===== src/rtl/apu_pkg.sv =====
// apu_pkg: shared constants for the APU sound-effect path.
// Effect codes, player state encoding and the note half-period table.
package apu_pkg;

    localparam int unsigned SFX_W   = 2;
    localparam int unsigned NOTE_W  = 2;
    localparam int unsigned TABLE_W = 16;

    // Effect codes double as priorities: a larger code wins.
    localparam logic [SFX_W-1:0] SFX_NONE = 2'd0;
    localparam logic [SFX_W-1:0] SFX_EAT  = 2'd1;
    localparam logic [SFX_W-1:0] SFX_HIT  = 2'd2;
    localparam logic [SFX_W-1:0] SFX_DIE  = 2'd3;

    localparam logic [0:0] ST_IDLE = 1'b0;
    localparam logic [0:0] ST_PLAY = 1'b1;

    // Note half-periods in 25 MHz clocks, indexed {sfx, note}; 0 marks a rest.
    function automatic logic [TABLE_W-1:0] note_div(input logic [SFX_W-1:0]  sfx,
                                                    input logic [NOTE_W-1:0] note);
        case ({sfx, note})
            4'h4:    return 16'd18939;
            4'h5:    return 16'd14204;
            4'h6:    return 16'd0;
            4'h7:    return 16'd14204;
            4'h8:    return 16'd28409;
            4'h9:    return 16'd0;
            4'hA:    return 16'd28409;
            4'hB:    return 16'd0;
            4'hC:    return 16'd28409;
            4'hD:    return 16'd37879;
            4'hE:    return 16'd50607;
            4'hF:    return 16'd63776;
            default: return 16'd0;
        endcase
    endfunction

endpackage


===== src/rtl/apu_sfx_player_if.sv =====
// apu_sfx_player_if: request levels and frame tick in, audio and status out.
interface apu_sfx_player_if;
    import apu_pkg::*;

    logic             frame_end;
    logic             eat_sound;
    logic             hit_sound;
    logic             die_sound;
    logic             audio_out;
    logic             playing;
    logic [SFX_W-1:0] active_sfx;

    modport master (
        output frame_end, eat_sound, hit_sound, die_sound,
        input  audio_out, playing, active_sfx
    );

    modport slave (
        input  frame_end, eat_sound, hit_sound, die_sound,
        output audio_out, playing, active_sfx
    );

endinterface


===== src/rtl/apu_tone_gen.sv =====
// apu_tone_gen: square-wave generator driven by a half-period down-counter.
// A divider of 0 or 1 is a rest and keeps the square low.
module apu_tone_gen #(
    parameter int unsigned DIV_W = 16
) (
    input  logic             clk,
    input  logic             reset,
    input  logic             i_run,
    input  logic             i_load,
    input  logic             i_stop,
    input  logic [DIV_W-1:0] i_div,
    output logic             o_square
);

    logic [DIV_W-1:0] r_cnt;
    logic [DIV_W-1:0] r_div;
    logic             r_square;
    logic             w_rest;

    assign w_rest   = (r_div <= DIV_W'(1));
    assign o_square = r_square;

    // Counter reload on a new note, toggle at terminal count, clear on stop.
    always_ff @(posedge clk) begin
        if (reset || i_stop) begin
            r_cnt    <= '0;
            r_div    <= '0;
            r_square <= 1'b0;
        end else if (i_load) begin
            r_div    <= i_div;
            r_cnt    <= (i_div == '0) ? '0 : i_div - DIV_W'(1);
            r_square <= (i_div > DIV_W'(1));
        end else if (i_run && !w_rest) begin
            if (r_cnt == '0) begin
                r_square <= ~r_square;
                r_cnt    <= r_div - DIV_W'(1);
            end else begin
                r_cnt <= r_cnt - DIV_W'(1);
            end
        end
    end

endmodule


===== src/rtl/apu_sfx_player.sv =====
// apu_sfx_player: plays one 4-note sound effect at a time on a 1-bit output.
// Optional volume envelope with PWM gating when APU_ENVELOPE_EN is defined.
module apu_sfx_player
    import apu_pkg::*;
#(
    parameter int unsigned DIV_W       = 16,
    parameter int unsigned NOTE_FRAMES = 4,
    parameter int unsigned TONE_SHIFT  = 0
) (
    input  logic              clk,
    input  logic              reset,
    apu_sfx_player_if.slave   bus
);

    localparam int unsigned FRAME_W = 4;
    localparam logic [FRAME_W-1:0] LAST_FRAME = FRAME_W'(NOTE_FRAMES - 1);
    localparam logic [NOTE_W-1:0]  LAST_NOTE  = 2'd3;

    logic [0:0]        r_state;
    logic [SFX_W-1:0]  r_active_sfx;
    logic              r_playing;
    logic [NOTE_W-1:0] r_note;
    logic [FRAME_W-1:0] r_frame_cnt;
    logic              r_prev_eat;
    logic              r_prev_hit;
    logic              r_prev_die;
    logic              r_hist_vld;

    logic [0:0]         w_state_nxt;
    logic [SFX_W-1:0]   w_active_sfx_nxt;
    logic               w_playing_nxt;
    logic [NOTE_W-1:0]  w_note_nxt;
    logic [FRAME_W-1:0] w_frame_cnt_nxt;
    logic               w_tone_load;
    logic               w_tone_stop;
    logic [SFX_W-1:0]   w_sel_sfx;
    logic [NOTE_W-1:0]  w_sel_note;
    logic [DIV_W-1:0]   w_div;
    logic               w_square;

    logic               w_req_eat;
    logic               w_req_hit;
    logic               w_req_die;
    logic [SFX_W-1:0]   w_req_sfx;
    logic               w_last_frame;
    logic               w_end;
    logic               w_start;

    // Rising-edge requests; the first cycle after reset only primes the history
    // so a level already held across reset is not mistaken for a new request.
    assign w_req_eat = bus.eat_sound & ~r_prev_eat & r_hist_vld;
    assign w_req_hit = bus.hit_sound & ~r_prev_hit & r_hist_vld;
    assign w_req_die = bus.die_sound & ~r_prev_die & r_hist_vld;

    assign w_req_sfx = w_req_die ? SFX_DIE :
                       w_req_hit ? SFX_HIT :
                       w_req_eat ? SFX_EAT : SFX_NONE;

    assign w_last_frame = bus.frame_end && (r_frame_cnt == LAST_FRAME);
    assign w_end        = (r_state == ST_PLAY) && w_last_frame && (r_note == LAST_NOTE);
    assign w_start      = (w_req_sfx != SFX_NONE) &&
                          ((r_state == ST_IDLE) || (w_req_sfx > r_active_sfx) || w_end);

    // Next-state: start/preempt wins over note stepping and end of effect.
    always_comb begin
        w_state_nxt      = r_state;
        w_active_sfx_nxt = r_active_sfx;
        w_playing_nxt    = r_playing;
        w_note_nxt       = r_note;
        w_frame_cnt_nxt  = r_frame_cnt;
        w_tone_load      = 1'b0;
        w_tone_stop      = 1'b0;
        w_sel_sfx        = r_active_sfx;
        w_sel_note       = r_note + 2'd1;

        if (w_start) begin
            w_state_nxt      = ST_PLAY;
            w_active_sfx_nxt = w_req_sfx;
            w_playing_nxt    = 1'b1;
            w_note_nxt       = '0;
            w_frame_cnt_nxt  = '0;
            w_tone_load      = 1'b1;
            w_sel_sfx        = w_req_sfx;
            w_sel_note       = '0;
        end else if ((r_state == ST_PLAY) && bus.frame_end) begin
            if (w_last_frame) begin
                w_frame_cnt_nxt = '0;
                if (r_note == LAST_NOTE) begin
                    w_state_nxt      = ST_IDLE;
                    w_active_sfx_nxt = SFX_NONE;
                    w_playing_nxt    = 1'b0;
                    w_note_nxt       = '0;
                    w_tone_stop      = 1'b1;
                end else begin
                    w_note_nxt  = r_note + 2'd1;
                    w_tone_load = 1'b1;
                end
            end else begin
                w_frame_cnt_nxt = r_frame_cnt + FRAME_W'(1);
            end
        end
    end

    assign w_div = DIV_W'(note_div(w_sel_sfx, w_sel_note) >> TONE_SHIFT);

    // State and request-history registers.
    always_ff @(posedge clk) begin
        if (reset) begin
            r_state      <= ST_IDLE;
            r_active_sfx <= SFX_NONE;
            r_playing    <= 1'b0;
            r_note       <= '0;
            r_frame_cnt  <= '0;
            r_prev_eat   <= 1'b0;
            r_prev_hit   <= 1'b0;
            r_prev_die   <= 1'b0;
            r_hist_vld   <= 1'b0;
        end else begin
            r_state      <= w_state_nxt;
            r_active_sfx <= w_active_sfx_nxt;
            r_playing    <= w_playing_nxt;
            r_note       <= w_note_nxt;
            r_frame_cnt  <= w_frame_cnt_nxt;
            r_prev_eat   <= bus.eat_sound;
            r_prev_hit   <= bus.hit_sound;
            r_prev_die   <= bus.die_sound;
            r_hist_vld   <= 1'b1;
        end
    end

    apu_tone_gen #(
        .DIV_W (DIV_W)
    ) u_tone (
        .clk      (clk),
        .reset    (reset),
        .i_run    (r_state == ST_PLAY),
        .i_load   (w_tone_load),
        .i_stop   (w_tone_stop),
        .i_div    (w_div),
        .o_square (w_square)
    );

    assign bus.playing    = r_playing;
    assign bus.active_sfx = r_active_sfx;

`ifdef APU_ENVELOPE_EN
    logic [2:0] r_volume;
    logic [2:0] r_pwm;

    // Volume restarts at full on every note and decays one step per frame.
    always_ff @(posedge clk) begin
        if (reset) begin
            r_volume <= '0;
            r_pwm    <= '0;
        end else begin
            r_pwm <= r_pwm + 3'd1;
            if (w_tone_load) begin
                r_volume <= 3'd7;
            end else if (bus.frame_end && (r_volume != 3'd0)) begin
                r_volume <= r_volume - 3'd1;
            end
        end
    end

    assign bus.audio_out = w_square & (r_pwm < r_volume);
`else
    assign bus.audio_out = w_square;
`endif

endmodule


===== src/flat_wrapper.sv =====
// flat-port wrapper written by rule: the top's interface ports become plain ports
module apu_sfx_player_flat import apu_pkg::*;
#(
    parameter int unsigned DIV_W       = 16,
    parameter int unsigned NOTE_FRAMES = 4,
    parameter int unsigned TONE_SHIFT  = 0
)
  (clk, reset, bus_frame_end, bus_eat_sound, bus_hit_sound, bus_die_sound, bus_audio_out, bus_playing, bus_active_sfx);
  apu_sfx_player_if bus_i ();
  input  logic clk;
  input  logic reset;
  input wire logic [$bits(bus_i.frame_end)-1:0] bus_frame_end;
  input wire logic [$bits(bus_i.eat_sound)-1:0] bus_eat_sound;
  input wire logic [$bits(bus_i.hit_sound)-1:0] bus_hit_sound;
  input wire logic [$bits(bus_i.die_sound)-1:0] bus_die_sound;
  output wire logic [$bits(bus_i.audio_out)-1:0] bus_audio_out;
  output wire logic [$bits(bus_i.playing)-1:0] bus_playing;
  output wire logic [$bits(bus_i.active_sfx)-1:0] bus_active_sfx;
  assign bus_i.frame_end = bus_frame_end;
  assign bus_i.eat_sound = bus_eat_sound;
  assign bus_i.hit_sound = bus_hit_sound;
  assign bus_i.die_sound = bus_die_sound;
  assign bus_audio_out = bus_i.audio_out;
  assign bus_playing = bus_i.playing;
  assign bus_active_sfx = bus_i.active_sfx;
  apu_sfx_player #(.DIV_W(DIV_W), .NOTE_FRAMES(NOTE_FRAMES), .TONE_SHIFT(TONE_SHIFT)) u_core (.clk(clk), .reset(reset), .bus(bus_i));
endmodule

===== config.mk =====
export PLATFORM = sky130hd
export DESIGN_NAME = apu_sfx_player_flat
export DESIGN_NICKNAME = d
export VERILOG_FILES = /design/src/rtl/apu_pkg.sv /design/src/rtl/apu_sfx_player_if.sv /design/src/rtl/apu_tone_gen.sv /design/src/rtl/apu_sfx_player.sv /design/src/flat_wrapper.sv
export SDC_FILE = /design/constraint.sdc
export NUM_CORES = 1
export LEC_CHECK = 0
export CAP_MARGIN = 10
export CORE_MARGIN = 2
export CORE_UTILIZATION = 30
export DETAILED_ROUTE_END_ITERATION = 10
export GPL_TIMING_DRIVEN = 1
export PLACE_DENSITY = 0.53
export SYNTH_ARGS = -nofsm -noshare
export SYNTH_HDL_FRONTEND = slang
export SYNTH_HIERARCHICAL = 1
export SYNTH_SLANG_ARGS = --single-unit

===== constraint.sdc =====
create_clock -name clk -period 15 [get_ports clk]
set_input_delay 4.5 -clock clk [delete_from_list [all_inputs] [get_ports clk]]
set_output_delay 4.5 -clock clk [all_outputs]
set_load 0.01 [all_outputs]

==> results of run 1 <==
-- per-stage QoR --
step                hold slack (ns)  area, sq um  power (uW)  instances    util
finish                       0.4638         3762       552.6        559  0.3338
global route                 0.5152         3762       592.3        559  0.3338
CTS                          0.4639         3762       555.5        559  0.3338
detailed placement           0.4539         3612       436.5        551  0.3205
global placement             0.4530         3612       435.8        551  0.3205
floorplan                    0.4400         3423       381.9        415       -
-- placed cells by master (no fill, tap or decap), types with 4 or more instances in the layout --
master,count
clkdlybuf4s50_1,9
xor2_1,14
ha_1,15
nor3b_1,5
o21ai_0,19
xnor2_1,25
nor2_1,54
inv_1,14
or3_1,4
nand2_1,36
a21oi_1,18
dfxtp_1,46
o221a_2,4
nor2b_1,8
a31oi_1,7
clkbuf_16,5
nor4_4,4
nor3_1,10
nand3_1,9
mux2i_1,19
-- kinds of logic after synthesis --
family / Yosys count
flops: 46
simple gates: 167
buf+inv: 33
fa+ha+maj: 15
compound gates: 96
mux: 19
xor+xnor: 39
-- synthesized netlist by cell type, types with 3 or more instances --
cell type / instances
a21oi_1: 18
a22o_1: 3
a31oi_1: 7
and2_1: 3
buf_1: 3
buf_2: 4
clkbuf_1: 6
dfxtp_1: 46
ha_1: 15
inv_1: 14
mux2i_1: 19
nand2_1: 36
nand2b_1: 3
nand3_1: 9
nand3b_1: 3
nor2_1: 54
nor2b_1: 8
nor3_1: 10
nor3b_1: 5
nor4_2: 3
nor4_4: 4
o21a_1: 3
o21ai_0: 20
o221a_1: 3
o221a_2: 4
o22ai_1: 3
o31a_1: 3
or3_1: 4
xnor2_1: 25
xor2_1: 14
-- critical path: cells and delay by family --
kind	cells	cell delay [ns]
AOI/OAI and AO/OA	7	2.40
and+or+nand+nor	6	1.68
adders and majority gates	2	0.55
buffers and inverters	2	0.59
-- worst max-delay path by stage --
stage | startpoint | to | depth (start not counted)
2_1_floorplan | bus_hit_sound | u_core/u_tone/r_cnt[0]$_SDFFE_PP0P_ | 18
3_3_place_gp | bus_hit_sound | u_core/u_tone/r_cnt[2]$_SDFFE_PP0P_ | 18
3_5_place_dp | bus_hit_sound | u_core/u_tone/r_cnt[9]$_SDFFE_PP0P_ | 17
4_1_cts | bus_hit_sound | u_core/u_tone/r_cnt[9]$_SDFFE_PP0P_ | 17
5_1_grt | bus_hit_sound | u_core/u_tone/r_cnt[9]$_SDFFE_PP0P_ | 17
6_report | bus_die_sound | u_core/u_tone/r_cnt[9]$_SDFFE_PP0P_ | 17
-- area by class of cell --
class                   instances  area share
clock buffers                   5     0.03326
repair buffers                 11     0.02793
clock inverters                 3    0.006651
multi-input cells             336      0.6249
inverters                      15     0.01497
well taps                     143     0.04756
flip-flops and latches         46      0.2448
-- state kept, by name, indices dropped and copies added (netlist names) --
| register | count |
|---|---|
| u_core/u_tone/r_cnt | 16 |
| u_core/u_tone/r_div | 16 |
| u_core/r_frame_cnt | 4 |
| u_core/bus.active_sfx | 2 |
| u_core/r_note | 2 |
| u_core/bus.playing | 1 |
| u_core/r_hist_vld | 1 |
| u_core/r_prev_die | 1 |
| u_core/r_prev_eat | 1 |
| u_core/r_prev_hit | 1 |
| u_core/u_tone/o_square | 1 |
-- metal layers --
| metal | part of all wire | track usage |
|---|---|---|
| met5 | 0 | 0 |
| met4 | 0.0093 | 0.03500 |
| met3 | 0.044 | 0.02624 |
| met2 | 0.46 | 0.2331 |
| met1 | 0.48 | 0.1936 |
-- power groups by stage --
stage	Sequential [uW]	Clock (uW)	Combinational [uW]
finish	169	115	268
global route	172	123	297
CTS	168	120	267
detailed placement	171	0	265
global placement	170	0	266
floorplan	163	0	219
==> summary.md, run 1 <==
| Metric | Value |
|---|---|
| Synth async-reset ratio | `0` |
| Mux cell area share after synthesis | `0.05556` |
| Buffer count from post-CTS setup fixing | `0` |
| Synth Cell Area | `3423 sq um` |
| Pint | `318.4 uW` |
| Min cycle time layout | `9.545 ns` |
| Clock power frac | `0.209` |
| Setup ws final | `5.455 ns` |
| Total Wirelength | `8.576 mm` |
| Clk_lat worst skew | `0.30 ns` |
| Yosys top cell area share | `0.2690` |
| Die X | `110.8 um` |
| Simple-Gate Fraction of Synth Area | `0.2716` |
| Crit path max fanout | `16` |
| Crit path cell chain | `clkdlybuf4s50_1, nand2b_1, a21oi_2, ha_1, nor2b_1, o21a_1, o22ai_2, nor2b_1, inv_2, ha_1, nand3_1, o21ai_0, nor4_1, nand4_1, o21ai_2, o21ai_0, o221a_2` |
| Core ar. | `11,270 sq um` |
| Initial DRT Pass Iterations | `5` |
| Yosys reg bits | `46` |
| Final setup vio count | `0` |
| Hold WC Path Type | `reg -> reg` |
| N_diodes | `0` |
| Adder-cell share of the synthesized area | `0.05482` |
| Worst r2r dst | `u_core/u_tone/r_cnt[9]$_SDFFE_PP0P_` |
| Sequential area share after synthesis | `0.2690` |
| DIE HEIGHT | `110.8 um` |
| Antenna violation net count after detailed routing | `0` |
| Pre-CTS WS | `5.224 ns` |
| Overflow after GRT | `0` |
| Area growth syn-to-layout | `9.905%` |
| Via density per instance | `5.352` |
| Placed wire-length estimate | `6.244 mm` |
| Post-synth EDFFs | `0` |
| Synth Instances | `415` |
| Pleak | `0.001402 uW` |
| DRC | `0` |
| Hold worst-path end | `u_core/r_note[1]$_SDFFE_PP0P_` |
| CTS buffer count | `5` |
| Area of the multi-input gates | `2351 sq um` |
| F_max | `0.1048 GHz` |
| Leading area contributor after synthesis | `dfxtp_1` |
| Number of port buffers | `9` |
| Comb pwr share | `0.485` |
| Initial antenna violation count | `0` |
| Compound-cell area share of the yosys netlist | `0.2018` |
| Share of layout cells above drive strength 1 | `0.1010` |
| Reg2Reg Depth | `16` |
| CTS resizes | `0` |
| Top cells by area, synth | `dfxtp_1 (27%), xnor2_1 (6.4%), nor2_1 (5.9%), mux2i_1 (5.6%), ha_1 (5.5%)` |
| Total number of yosys warnings | `6` |
| Post-CTS Hold Fix Bufs | `0` |
| Die area | `12,280 sq um` |
| Largest net degree at the start of global routing | `33` |
| Sequential share of power | `0.306` |
| Cell variety after synth | `74` |
| Hold Crit Depth | `2` |
| Clock sinks | `46` |
| Clock skew | `0.004316 ns` |
| Final Slew Violations | `0` |
| CP max stage delay | `0.66 ns` |
| CTS H-tree lvls | `2` |
| Status | `finished, final reports clean` |
| Number of global-route vias before repair | `2,842` |
| CP arrival | `9.73 ns` |
| CP Class | `in -> reg` |
| Synthesized-area fraction occupied by xor and xnor cells | `0.09978` |
| Maximum vdd drop | `0.00006957 V` |
| Row count | `39` |
| Crit end category | `register` |
| CTS tree | `done` |
| DR vias | `2,992` |
| Hold Crit Start | `u_core/r_note[1]$_SDFFE_PP0P_` |
| Start of the worst register-to-register path | `u_core/r_prev_die$_SDFF_PP0_` |
| Max-slew headroom | `0.2455` |
| Sw frac | `0.4238` |
| Setup tns final | `0 ns` |
| GPL Wtd Cong | `0.8015` |
| FF-to-FF setup slack | `9.76 ns` |
| Clk slew on worst S/H paths | `0.07 ns` |
| Max-Cap Viols | `0` |
| Root buf cell | `clkbuf_16` |
| First-pass GRT wire length | `14.47 mm` |
| GRT Overall Usage | `0.1422` |
| Worst-Margin Slew | `1.120 ns` |
| Largest family of logic cells by synthesized area | `simple AND/OR/NAND/NOR gates` |
| Initial Util | `0.3037` |
| Wire per inst | `15.34 um` |
| Critical Path Start Type | `primary input` |
| Sequential cell area | `920.9 sq um` |
| Fillcell total | `1,195` |
| Hold Fails Final Rpt | `0` |
| Nets | `436` |
| First DRT Iteration DRCs | `189` |
| Max clock buf depth | `2` |
| Crit path max-delay cell type | `nor2b_1` |
| Ports | `10` |
| Data required, critical path | `15.19 ns` |
| RSZ-0062 raised after global routing | `false` |
| Sw Pwr | `234.2 uW` |
| Syn_area_per_cell | `8.249 sq um` |
| Power Density | `146.9 nW/um^2` |
| Main flop type after synthesis | `dfxtp_1` |
| Post-route clock period utilization | `0.6363` |
| Synthesized Nets | `436` |
Note: power is estimated with default switching activity, not from simulation.
==> inputs of run 2 (changes only) <==
==> constraint.sdc (replaced) <==
create_clock -name clk -period 9.45 [get_ports clk]
set_input_delay 2.835 -clock clk [delete_from_list [all_inputs] [get_ports clk]]
set_output_delay 2.835 -clock clk [all_outputs]
set_load 0.01 [all_outputs]
==> run 2 against run 1 <==
Net effect:
- non-clock buffer count unchanged
- critical path type unchanged
- combinational power is 59% higher
- clock skew down 0.0014 ns
- critical path depth increased by 1
- core utilization up 0.39 points
- via count down 1.3%
- hold slack hardly changed
- clock-buffer cell count did not move
- sequential power grew 59%
- sequential share of layout area shrank 0.28 points
- first-iteration DRC count rose by 7.4%
- largest power group unchanged
==> summary.md, run 2 (synthesis gave the netlist of run 1 again) <==
| Metric | Value |
|---|---|
| Area growth syn-to-layout | `11.18%` |
| Comb pwr share | `0.460 (-0.025)` |
| Critical Path Start Type | `primary input` |
| Post-route clock period utilization | `0.8335` |
| Max-Cap Viols | `0 (unchanged)` |
| Crit path max-delay cell type | `nor2b_1` |
| Routed length on met1 | `4.130 mm (-0.27%)` |
| Die X | `110.8 um (unchanged)` |
| FF-to-FF setup slack | `4.22 ns (-5.54 ns)` |
| CTS resizes | `0 (unchanged)` |
| GPL Wtd Cong | `0.8015 (unchanged)` |
| Biggest regs | `u_core/u_tone/r_cnt: 16 flops, u_core/u_tone/r_div: 16 flops, u_core/r_frame_cnt: 4 flops` |
| Maximum vdd drop | `0.0001278 V (+84%)` |
| Row count | `39 (unchanged)` |
| Nets | `436 (unchanged)` |
| Final Slew Violations | `0 (unchanged)` |
| Sw Pwr | `366.8 uW (+57%)` |
| DR vias | `2,952 (-1.3%)` |
| Overflow after GRT | `0 (unchanged)` |
| Placed cell areas | `3612 sq um (unchanged)` |
| Power Density | `243.0 nW/um^2 (+65%)` |
| Crit end category | `register` |
| Buffer count from post-CTS setup fixing | `0 (unchanged)` |
| DRC | `0 (unchanged)` |
| DIE HEIGHT | `110.8 um (unchanged)` |
| Pleak | `0.001425 uW (+1.7%)` |
| CP max stage delay | `0.66 ns (about the same)` |
| N_diodes | `0 (unchanged)` |
| Initial Util | `0.3037 (unchanged)` |
| Most common cell after layout, fill and taps aside | `nor2_1` |
| Ports | `10 (unchanged)` |
| Max-slew headroom | `0.1960 (-0.04948)` |
| CP arrival | `8.01 ns (-1.72 ns)` |
| CTS tree | `done` |
| First DRT Iteration DRCs | `203 (+7.4%)` |
| GRT Overall Usage | `0.1416 (-0.0005598)` |
| Data required, critical path | `9.58 ns (-5.61 ns)` |
| Antenna violation net count after detailed routing | `0 (unchanged)` |
| CTS H-tree lvls | `2 (unchanged)` |
| Min cycle time layout | `7.876 ns` |
| Sequential share of power | `0.290 (-0.016)` |
| Number of global-route vias before repair | `2,859 (+0.60%)` |
| Pre-CTS WS | `1.294 ns (-3.930 ns)` |
| Post-CTS Hold Fix Bufs | `0 (unchanged)` |
| Uppermost routed layer | `met4` |
| Final setup vio count | `0 (unchanged)` |
| Number of port buffers | `9 (unchanged)` |
| Clock skew | `0.002932 ns (-0.001384 ns)` |
| Max clock buf depth | `2 (unchanged)` |
| Via density per instance | `5.281 (-1.3%)` |
| Finished Layout Cells | `559 (unchanged)` |
| Most frequent cells in the layout | `nor2_1 (54), dfxtp_1 (46), nand2_1 (36)` |
| Initial antenna violation count | `0 (unchanged)` |
| Core ar. | `11,270 sq um (unchanged)` |
| CP Class | `in -> reg` |
| Routed wl met3 | `325 um (-14%)` |
| Hold Fails Final Rpt | `0 (unchanged)` |
| Status | `finished, final reports clean` |
| Crit path max fanout | `16 (unchanged)` |
| Inst Count DP | `551 (unchanged)` |
| Wire per inst | `15.18 um (-1.1%)` |
| Design area | `3806 sq um (+1.2%)` |
| Clock power frac | `0.250 (+0.041)` |
| Setup ws final | `1.574 ns (-3.881 ns)` |
| Initial DRT Pass Iterations | `4 (-1)` |
| RSZ-0062 raised after global routing | `false` |
| Root buf cell | `clkbuf_16` |
| Clock sinks | `46 (unchanged)` |
| WHS | `0.4636 ns (-0.0002040 ns)` |
| Crit path cell chain | `clkdlybuf4s50_1, nand2b_1, a21oi_2, ha_1, nor2b_1, o21a_1, o22ai_2, nor2b_1, inv_2, ha_1, nand3_1, o21ai_0, nor4_1, nand4_1, o21ai_2, nor2_1, a31oi_1, a21oi_1` |
| Total Wirelength | `8.484 mm (-1.1%)` |
| Placed wire-length estimate | `6.260 mm (+0.26%)` |
| Sw frac | `0.3966 (-0.02717)` |
| Die area | `12,280 sq um (unchanged)` |
| Setup tns final | `0 ns (unchanged)` |
| Clk slew on worst S/H paths | `0.07 ns (about the same)` |
| Worst-Margin Slew | `1.193 ns (+0.07344 ns)` |
| First-pass GRT wire length | `14.37 mm (-0.67%)` |
| Share of layout cells above drive strength 1 | `0.1010 (unchanged)` |
| Clk_lat worst skew | `0.29 ns (about the same)` |
| Largest net degree at the start of global routing | `33 (unchanged)` |
| F_max | `0.1270 GHz` |
| Pint | `558.0 uW (+75%)` |
| Routed wl met2 | `3.986 mm (+0.28%)` |
| CTS buffer count | `5 (unchanged)` |
| Hold WC Path Type | `reg -> reg` |
[run 2: changes by cell type in the layout (fill, tap and decap cells not counted)]
cell	delta
bufinv_16	+2
inv_6	-1
clkinvlp_4	-1
[run 2: per-layer routing]
metal / up-vias / global-route usage
met5: - / 0
met4: 0 / 0.03250
met3: 2 / 0.03171
met2: 52 / 0.2315
met1: 1406 / 0.1910
li1: 1492 / -
[run 2: path summary, 6_finish.rpt]
path,cells past startpoint,endpoint,start
setup / recovery,18,u_core/u_tone/r_cnt[2]$_SDFFE_PP0P_,bus_hit_sound
hold / removal,2,u_core/r_note[1]$_SDFFE_PP0P_,u_core/r_note[1]$_SDFFE_PP0P_
setup reg to reg,17,u_core/u_tone/r_cnt[2]$_SDFFE_PP0P_,u_core/r_prev_hit$_SDFF_PP0_
hold reg to reg,2,u_core/r_note[1]$_SDFFE_PP0P_,u_core/r_note[1]$_SDFFE_PP0P_
[run 2: critical path, delay by kind of cell]
| family | cells | cell delay (ns) |
|---|---|---|
| adder cells (fa/ha/maj) | 2 | 0.55 |
| AO/OA/AOI/OAI | 7 | 2.19 |
| buffers and inverters | 2 | 0.59 |
| AND/OR/NAND/NOR | 7 | 1.83 |
[run 2: metrics by stage]
stage / util / power, uW
2_1_floorplan: - / 606.1
6_report: 0.3377 / 924.8
5_1_grt: 0.3377 / 989.8
3_3_place_gp: 0.3205 / 691.8
3_5_place_dp: 0.3205 / 693.6
4_1_cts: 0.3377 / 930.4
[run 2: area by class of cell]
cell class              instances  area (sq um)
fillers                      1190          7466
multi-input cells             336          2351
flip-flops and latches         46         920.9
well taps                     143         178.9
clock buffers                   5         125.1
repair buffers                 11         105.1
clock inverters                 3         68.82
inverters                      15         56.30
[run 2: power groups by stage]
stage,clock [uW],sequential [uW],combinational (uW)
final,231,268,425
after global routing,247,274,469
after CTS,238,267,425
after detailed placement,0,272,422
after global placement,0,270,422
after floorplan,0,259,347
==> inputs of run 3 (changes only) <==
==> constraint.sdc (replaced) <==
create_clock -name clk -period 8.2 [get_ports clk]
set_input_delay 2.46 -clock clk [delete_from_list [all_inputs] [get_ports clk]]
set_output_delay 2.46 -clock clk [all_outputs]
set_load 0.01 [all_outputs]
==> run 3 against run 2 <==
Net effect:
- register-to-register slack got worse by 0.61 ns
- setup slack got worse by 0.23 ns
- critical path depth fell by 1
- power rose by 9.8%
- clock-buffer cell count did not move
- critical path type unchanged
==> summary.md, run 3 (synthesis gave the netlist of run 1 again) <==
| Metric | Value |
|---|---|
| Pre-CTS WS | `1.030 ns (-0.2642 ns)` |
| Hold Fails Final Rpt | `0 (unchanged)` |
| Max-slew headroom | `0.3430 (+0.1469)` |
| Worst r2r dst | `u_core/u_tone/r_cnt[12]$_SDFFE_PP0P_` |
| Post-CTS Hold Fix Bufs | `0 (unchanged)` |
| Row count | `39 (unchanged)` |
| Via density per instance | `5.258 (-0.42%)` |
| Clock power frac | `0.209 (-0.041)` |
| Comb pwr share | `0.485 (+0.025)` |
| Pleak | `0.001412 uW (-0.97%)` |
| DIE HEIGHT | `110.8 um (unchanged)` |
| CTS buffer count | `5 (unchanged)` |
| Final Slew Violations | `0 (unchanged)` |
| Setup tns final | `0 ns (unchanged)` |
| Crit end category | `register` |
| Placed wire-length estimate | `6.377 mm (+1.9%)` |
| Share of layout cells above drive strength 1 | `0.1053 (+0.004302)` |
| Setup ws final | `1.344 ns (-0.2299 ns)` |
| Initial antenna violation count | `0 (unchanged)` |
| Most frequent cells in the layout | `nor2_1 (54), dfxtp_1 (46), nand2_1 (36)` |
| Worst Path Buf+Inv | `2 (unchanged)` |
| Wire per inst | `15.33 um (+0.99%)` |
| CTS resizes | `0 (unchanged)` |
| Ports | `10 (unchanged)` |
| Reg2Reg Depth | `16 (-1)` |
| Cell family with most CP delay | `compound AO/OA/AOI/OAI gates` |
| GRT Overall Usage | `0.1423 (+0.0007082)` |
| Overflow after GRT | `0 (unchanged)` |
| CTS H-tree lvls | `2 (unchanged)` |
| Final Core Density | `0.3351 (-0.002553)` |
| DR vias | `2,950 (-0.068%)` |
| Clock sinks | `46 (unchanged)` |
| First DRT Iteration DRCs | `152 (-25%)` |
| Setup crit start | `bus_hit_sound` |
| CTS tree | `done` |
| Core ar. | `11,270 sq um (unchanged)` |
| Clk slew on worst S/H paths | `0.07 ns (about the same)` |
| GPL Wtd Cong | `0.8134 (+1.5%)` |
| Status | `finished, final reports clean` |
| FF-to-FF setup slack | `3.61 ns (-0.61 ns)` |
| Pint | `584.3 uW (+4.7%)` |
| Crit path max-delay cell type | `o21ai_2` |
| Crit path to | `u_core/u_tone/r_cnt[12]$_SDFFE_PP0P_` |
| Most common cell after layout, fill and taps aside | `nor2_1` |
| Root buf cell | `clkbuf_16` |
| Max-Cap Viols | `0 (unchanged)` |
| CP max stage delay | `0.53 ns (-0.13 ns)` |
| Crit path max fanout | `16 (unchanged)` |
| Area growth syn-to-layout | `10.34%` |
| Number of global-route vias before repair | `2,863 (+0.14%)` |
| Initial DRT Pass Iterations | `5 (+1)` |
| Sw frac | `0.4244 (+0.02783)` |
| Buffer count from post-CTS setup fixing | `0 (unchanged)` |
| Crit path cell chain | `clkdlybuf4s50_1, nand2b_1, a21oi_2, ha_1, nor2b_1, o21a_1, o22ai_2, nor2b_1, buf_4, ha_1, or2_2, o22a_1, nor4_1, nand4_1, o21ai_2, o21ai_0, o221a_1` |
| CP arrival | `7.04 ns (-0.97 ns)` |
| Hold WC Path Type | `reg -> reg` |
| Final setup vio count | `0 (unchanged)` |
| N_diodes | `0 (unchanged)` |
| Sequential share of power | `0.306 (+0.016)` |
| Worst-Margin Slew | `0.9772 ns (-0.2161 ns)` |
| Initial Util | `0.3037 (unchanged)` |
| Data required, critical path | `8.39 ns (-1.19 ns)` |
| RSZ-0062 raised after global routing | `false` |
| Biggest regs | `u_core/u_tone/r_cnt: 16 flops, u_core/u_tone/r_div: 16 flops, u_core/r_frame_cnt: 4 flops` |
| Largest net degree at the start of global routing | `33 (unchanged)` |
| F_max | `0.1459 GHz` |
| CP Class | `in -> reg` |
| Antenna violation net count after detailed routing | `0 (unchanged)` |
| Nets | `438 (+0.46%)` |
| Min cycle time layout | `6.856 ns` |
| Critical path depth | `17 (-1)` |
| Power Density | `268.7 nW/um^2 (+11%)` |
| Sw Pwr | `430.8 uW (+17%)` |
| Number of port buffers | `9 (unchanged)` |
| Clock skew | `0.007546 ns (+0.004614 ns)` |
| WHS | `0.4723 ns (+0.008700 ns)` |
| Hold Crit Start | `u_core/r_note[1]$_SDFFE_PP0P_` |
| Total Wirelength | `8.599 mm (+1.4%)` |
| Die area | `12,280 sq um (unchanged)` |
| Die X | `110.8 um (unchanged)` |
| Start of the worst register-to-register path | `u_core/r_prev_hit$_SDFF_PP0_` |
| First-pass GRT wire length | `14.37 mm (about the same)` |
| Clk_lat worst skew | `0.30 ns (about the same)` |
| Critical Path Start Type | `primary input` |
| DRC | `0 (unchanged)` |
| Post-route clock period utilization | `0.8361` |
| Maximum vdd drop | `0.0001033 V (-19%)` |
| Max clock buf depth | `2 (unchanged)` |
## run 3: cell count changes in the layout (fill, tap and decap cells not counted)
cell | before | now
inv_6 | 0 | 1
buf_4 | 2 | 4
bufinv_16 | 2 | 0
clkinvlp_4 | 0 | 1
## run 3: through the flow
| stage | cell area (sq um) | instances | total power (uW) |
|---|---|---|---|
| after floorplan | 3423 | 415 | 698.5 |
| after global placement | 3627 | 553 | 798.5 |
| after detailed placement | 3627 | 553 | 801.4 |
| after CTS | 3777 | 561 | 1019 |
| after global routing | 3777 | 561 | 1094 |
| final | 3777 | 561 | 1015 |
## run 3: per-layer routing
layer	share of wire	vias to the layer above	GRT usage	routed length (um)
met5	0	-	0	0
met3	0.030	10	0.02734	257
met2	0.45	49	0.2311	3889
met1	0.51	1394	0.1926	4348
li1	-	1497	-	-
met4	0.012	0	0.04083	103
## run 3: worst register-to-register path, cell delays in order (launching register included)
cell,delay (ns)
dfxtp_1,0.29
nand2b_1,0.16
a21oi_2,0.25
ha_1,0.29
nor2b_1,0.15
o21a_1,0.19
o22ai_2,0.41
nor2b_1,0.20
buf_4,0.17
ha_1,0.26
or2_2,0.31
o22a_1,0.27
nor4_1,0.32
nand4_1,0.20
o21ai_2,0.53
o21ai_0,0.21
o221a_1,0.28
## run 3: area by class of cell
type | instances | area, sq um
well taps | 143 | 178.9
clock buffers | 5 | 125.1
flip-flops and latches | 46 | 920.9
repair buffers | 13 | 120.1
clock inverters | 3 | 25.02
fillers | 1180 | 7495
multi-input cells | 336 | 2351
inverters | 15 | 56.30
## run 3: power by group through the flow
stage	combinational, uW	sequential (uW)	clock (uW)
2_1_floorplan	400	299	0
6_report	493	310	212
3_5_place_dp	488	314	0
5_1_grt	550	316	228
3_3_place_gp	486	312	0
4_1_cts	491	309	219
## run 3: worst min path at each step
stage,endpoint,slack (ns),depth (start not counted)
finish,u_core/r_note[1]$_SDFFE_PP0P_,0.47,2
global route,u_core/r_note[1]$_SDFFE_PP0P_,0.50,2
CTS,u_core/r_note[1]$_SDFFE_PP0P_,0.48,2
detailed placement,u_core/r_note[1]$_SDFFE_PP0P_,0.47,2
global placement,u_core/r_note[1]$_SDFFE_PP0P_,0.46,2
floorplan,u_core/r_note[1]$_SDFFE_PP0P_,0.44,2
